File: config.mk
export PLATFORM = sky130hd
export DESIGN_NAME = mem_access_unit
export DESIGN_NICKNAME = d
export VERILOG_FILES = /design/src/rtl/mem_access_unit.sv
export SDC_FILE = /design/constraint.sdc
export NUM_CORES = 1
export LEC_CHECK = 0
export ABC_AREA = 1
export BUFFER_PORTS_ARGS = -buffer_cell sky130_fd_sc_hd__buf_2
export CAP_MARGIN = 20
export CORE_MARGIN = 2
export CORE_UTILIZATION = 35
export CTS_CLUSTER_DIAMETER = 80
export CTS_CLUSTER_SIZE = 16
export DETAILED_ROUTE_END_ITERATION = 16
export PLACE_DENSITY = 0.69
export SLEW_MARGIN = 25
export SYNTH_ARGS = -nofsm -noshare
export SYNTH_HDL_FRONTEND = slang
export SYNTH_SLANG_ARGS = --single-unit
File: constraint.sdc
create_clock -name clk -period 4.15 [get_ports clk]
set_input_delay 0.415 -clock clk [delete_from_list [all_inputs] [get_ports clk]]
set_output_delay 0.415 -clock clk [all_outputs]
set_load 0.01 [all_outputs]
File: src/rtl/mem_access_unit.sv
// Purpose : MEM-stage initiator for the doubleword data memory. Loads, doubleword stores,
//           and read-modify-write stores of byte/half/word.
// Latency : done 2 cycles after accept for loads and doubleword stores, 3 for RMW stores,
//           1 for faulting requests.
// Backpr. : busy is high while a request is in flight. start is ignored until the unit is IDLE again.
//
// Ports:
//   clk, reset            clock and synchronous active-high reset
//   start, is_load,       request strobe (only sampled in IDLE) and kind; both kinds set = load
//   is_store
//   size, sign_ext        access width (00 b, 01 h, 10 w, 11 d) and load extension mode
//   byte_addr, store_data byte address and right-justified store value
//   load_data, done,      extended load result, completion pulse, stall
//   busy
//   fault                 bit0 misaligned, bit1 out of range; valid with done
//   Address, DataWrite,   doubleword index, write data, read strobe, write strobe
//   MemRead, MemWrite
//   DataRead              combinational read data for Address
module mem_access_unit #(
  parameter int MEM_DWORDS = 128
) (
  input  logic        clk,
  input  logic        reset,
  input  logic        start,
  input  logic        is_load,
  input  logic        is_store,
  input  logic [1:0]  size,
  input  logic        sign_ext,
  input  logic [63:0] byte_addr,
  input  logic [63:0] store_data,
  output logic [63:0] load_data,
  output logic        done,
  output logic        busy,
  output logic [1:0]  fault,
  output logic [63:0] Address,
  output logic [63:0] DataWrite,
  output logic        MemRead,
  output logic        MemWrite,
  input  logic [63:0] DataRead
);

  typedef enum logic [1:0] {IDLE, RD, WR, DONE} state_t;

  state_t      state, state_nxt;
  logic        accept;
  logic [1:0]  req_fault;
  logic        misalign;
  logic        out_of_range;

  // Latched request
  logic        is_load_q;
  logic [1:0]  size_q;
  logic        sign_ext_q;
  logic [2:0]  off_q;
  logic [63:0] sdata_q;

  // Lane datapath
  logic [6:0]  field_w;
  logic [6:0]  shamt;
  logic [63:0] field_mask;
  logic [63:0] field;
  logic [63:0] ext_field;
  logic [63:0] merged;

  assign accept = (state == IDLE) && start && (is_load || is_store);

  always_comb begin
    misalign = 1'b0;
    case (size)
      2'b01:   misalign = byte_addr[0];
      2'b10:   misalign = |byte_addr[1:0];
      2'b11:   misalign = |byte_addr[2:0];
      default: misalign = 1'b0;
    endcase
  end

  assign out_of_range = ({3'b000, byte_addr[63:3]} >= 64'(MEM_DWORDS));
  assign req_fault    = {out_of_range, misalign};

  // State register
  always_ff @(posedge clk) begin
    if (reset) state <= IDLE;
    else       state <= state_nxt;
  end

  // Next state
  always_comb begin
    state_nxt = state;
    case (state)
      IDLE: begin
        if (accept) begin
          if (req_fault != 2'b00)  state_nxt = DONE;
          else if (is_load)        state_nxt = RD;
          else if (size == 2'b11)  state_nxt = WR;
          else                     state_nxt = RD;
        end
      end
      RD:      state_nxt = is_load_q ? DONE : WR;
      WR:      state_nxt = DONE;
      DONE:    state_nxt = IDLE;
      default: state_nxt = IDLE;
    endcase
  end

  assign MemRead  = (state == RD);
  assign MemWrite = (state == WR);
  assign done     = (state == DONE);
  assign busy     = (state != IDLE);

  // Big-endian lanes: offset o, width w bits sits at DataRead[63-8o -: w],
  // i.e. its LSB is at bit 64 - 8o - w.
  always_comb begin
    field_w = 7'd64;
    case (size_q)
      2'b00:   field_w = 7'd8;
      2'b01:   field_w = 7'd16;
      2'b10:   field_w = 7'd32;
      default: field_w = 7'd64;
    endcase
  end

  assign shamt      = 7'd64 - {1'b0, off_q, 3'b000} - field_w;
  assign field_mask = (size_q == 2'b11) ? '1 : ((64'd1 << field_w) - 64'd1);
  assign field      = (DataRead >> shamt) & field_mask;
  assign merged     = (DataRead & ~(field_mask << shamt)) | ((sdata_q & field_mask) << shamt);

  always_comb begin
    ext_field = field;
    case (size_q)
      2'b00:   ext_field = {{56{sign_ext_q & field[7]}},  field[7:0]};
      2'b01:   ext_field = {{48{sign_ext_q & field[15]}}, field[15:0]};
      2'b10:   ext_field = {{32{sign_ext_q & field[31]}}, field[31:0]};
      default: ext_field = field;
    endcase
  end

  // Datapath registers
  always_ff @(posedge clk) begin
    if (reset) begin
      load_data  <= '0;
      fault      <= '0;
      Address    <= '0;
      DataWrite  <= '0;
      is_load_q  <= 1'b0;
      size_q     <= '0;
      sign_ext_q <= 1'b0;
      off_q      <= '0;
      sdata_q    <= '0;
    end else begin
      if (accept) begin
        Address    <= {3'b000, byte_addr[63:3]};
        off_q      <= byte_addr[2:0];
        size_q     <= size;
        sign_ext_q <= sign_ext;
        is_load_q  <= is_load;
        sdata_q    <= store_data;
        fault      <= req_fault;
        if (!is_load && size == 2'b11) DataWrite <= store_data;
      end
      // RD is only entered for fault-free requests; capture at the end of the read cycle.
      if (state == RD) begin
        if (is_load_q) load_data <= ext_field;
        else           DataWrite <= merged;
      end
    end
  end

endmodule

==> results.json <==
{
  "max-cap-violations": 0,
  "synth_top_area_cell": "dfxtp_1",
  "die_area_sq_um": 44100,
  "area_growth_pct": 20.2,
  "cts.repair.resized": 0,
  "grt_use_met3_pct": 5.41,
  "slew_viol_final": 0,
  "cp.depth": 14,
  "end_kind": "flop",
  "die_y_um": 210,
  "final_cells": 3262,
  "cts_tree": "built",
  "synth-main-ff-cell": "dfxtp_1",
  "routed_wl_um": 71100,
  "cts_buffer_depth": 3,
  "hold_viol": 0,
  "leakagePower_nw": 8.89,
  "crit_fanout": 32,
  "ff2ff_path_depth": 14,
  "post-route-min-period_ps": 3590,
  "dp_hpwl_um": 54300,
  "start_util_pct": 35.4,
  "synth.distinct_cells": 37,
  "use_met1_pct": 39.4,
  "ys_seq_area_share_pct": 35.6,
  "finalCritPeriodShare_pct": 86.5,
  "place_ws_ps": 682,
  "clock_latency_ps": 580,
  "setup_tns_ps": 0,
  "path_class": "flop to flop",
  "root_buffer": "clkbuf_16",
  "slew-limit-headroom_pct": 36.4,
  "syn_area_sq_um": 14900,
  "fin_ws_ps": 561,
  "crit_family": "simple AND/OR/NAND/NOR gates",
  "placed_cell_area_sq_um": 17100,
  "fin_skew_ps": 35.7,
  "antenna_left": 0,
  "synth_edf_count": 0,
  "io_pins": 398,
  "yosysMostFrequentCell": "nand2_1",
  "grtUsageMet2_pct": 52.4,
  "hold_path.startpoint": "byte_addr[6]",
  "drive_above_1_share_pct": 18.3,
  "cp.arrival_ps": 4040,
  "fillCellCount": 4612,
  "cp_cell_sequence": "inv_1 > nand2_1 > ha_1 > ha_1 > nand2_2 > nand3_1 > nand2_1 > nand2_2 > nand2_2 > nor2_1 > nand2_1 > nand3_2 > nor2_1 > nor2_1",
  "grt_max_degree": 102,
  "slowest_delay_ps": 520,
  "rsz0062_at_grt": "no",
  "first_pass_iters": 6,
  "antenna_found_initial": 5,
  "setup_viol": 0,
  "dp_cells": 3226,
  "r2r-start": "size_q[0]",
  "io_buffers": 394,
  "hold_buffers": 0,
  "crit_path_start_kind": "flop",
  "drcViolationCount": 0,
  "reg2reg_slack_ps": 560,
  "whs_path_depth": 3,
  "ys_warn_count": 0,
  "postSynthAreaPerCell_sq_um": 6.11,
  "yosys.area.top_type_share_pct": 35.6,
  "fp.dieW_um": 210,
  "power_density_nw_per_um2": 846,
  "nets": 2923,
  "ir_worst_vdd_mv": 0.638,
  "cts_made_buffers": 24,
  "rows": 75,
  "yosys-top-cells-area": "dfxtp_1, nand2_1, o21ai_0, nor2_1, a21oi_1",
  "reg2reg_to": "load_data[33]",
  "h-tree-depth": 1,
  "status": "complete, no violations",
  "crit_buf_inv": 1,
  "avgViaCountPerCell": 5.44,
  "post_drt_wl_per_cell_um": 21.8,
  "ys_seq_elements": 264,
  "syn_inst": 2432,
  "grt_pass1_wl_um": 103000,
  "min_to": "Address[3]",
  "synth_commonest_cells": "nand2_1, nor2_1, o21ai_0",
  "grt_overflow_total": 0,
  "fin_area_sq_um": 17900,
  "dr_total_vias": 17700,
  "drt_iter0_markers": 1862,
  "busiest_layer": "met2",
  "max_freq_ghz": 0.279,
  "fp.coreArea_sq_um": 41900,
  "required_ps": 4600,
  "postCtsSetupBuffers": 0,
  "grt_pass1_vias": 16500,
  "critical-path-slowest-cell": "dfxtp_1",
  "hp-class": "input port to flop",
  "synth-async-reset-ratio_pct": 0,
  "cts.sinks": 264,
  "grt.total_usage_pct": 31.0,
  "gp_congestion": 0.963,
  "path_clk_slew_ps": 80,
  "worst_pin_slew_ps": 950
}
-- cell type report --
class	instances	area (sq um)	area share (%)
Timing Repair Buffer	432	2320	13.0
Inverter	184	698	3.91
Multi-Input combinational cell	1807	8130	45.5
Clock inverter	10	146	0.820
Clock buffer	24	601	3.36
Antenna cell	2	5.00	0.0280
Sequential cell	264	5290	29.6
Tap cell	539	674	3.78
-- logic make-up after synthesis --
logic type	Yosys count	synth area share, %
other	1	0.0252
AOI/OAI and AO/OA	616	21.7
DFF	264	35.6
adders and majority gates	10	0.842
buffers and inverters	363	9.94
and+or+nand+nor	1178	31.9
-- routing by layer --
metal	up-vias	routed length (um)	share of wire [%]
met5	-	27	0.038
met4	4	3190	4.5
met3	154	5770	8.1
met2	881	33000	46
met1	8286	29100	41
li1	8417	-	-
-- where the power goes --
group          switching, mW  leakage [nW]  internal, mW
Combinational           6.66          6.36          2.64
Sequential             0.401          2.16          3.17
Clock                   1.11         0.361          1.14
Total                   8.17          8.89          6.95
-- worst max-delay path by stage --
stage,startpoint,end
2_1_floorplan,size_q[1],load_data[18]
3_3_place_gp,size_q[0],load_data[63]
3_5_place_dp,size_q[0],load_data[33]
4_1_cts,size_q[0],load_data[37]
5_1_grt,size_q[0],load_data[41]
6_report,size_q[0],load_data[33]
-- state kept, by name (all words and copies together), names as in the netlist --
signal / count
Address: 61
DataWrite: 64
fault: 2
is_load_q: 1
load_data: 64
off_q: 3
sdata_q: 64
sign_ext_q: 1
size_q: 2
state: 2
-- placed cells by master, fill, tap and decap left out, drive strengths merged --
cell type | synthesis | layout
a31oi | 12 | 12
a21boi | 1 | 1
buf | 74 | 432
a21oi | 171 | 171
clkinv | 0 | 4
o21ai | 378 | 378
nand4 | 7 | 7
ha | 10 | 10
diode | 0 | 2
nor2 | 374 | 374
nor3 | 2 | 2
nand2 | 625 | 625
conb | 1 | 3
o211ai | 23 | 23
inv | 184 | 188
o21a | 4 | 4
dfxtp | 264 | 264
nand3 | 166 | 166
o22ai | 19 | 19
clkinvlp | 0 | 1
clkbuf | 105 | 24
o2111ai | 1 | 1
a22oi | 7 | 7
bufinv | 0 | 1
or2 | 2 | 2
and2 | 1 | 1
nor4 | 1 | 1
-- worst min-delay path, delay by kind of cell --
| kind | cells | cell delay [ps] |
|---|---|---|
| buffers and inverters | 1 | 70 |
| AND/OR/NAND/NOR | 2 | 110 |
-- metrics by stage --
stage               hold WS, ps  total power [mW]  util, %
floorplan                   425              9.34        -
global placement            447              12.7     40.8
finish                     56.8              15.1     42.6
global route               75.4              16.0     42.6
detailed placement          454              12.7     40.8
CTS                        40.3              15.0     42.6
(Power assumes the default switching activity.)
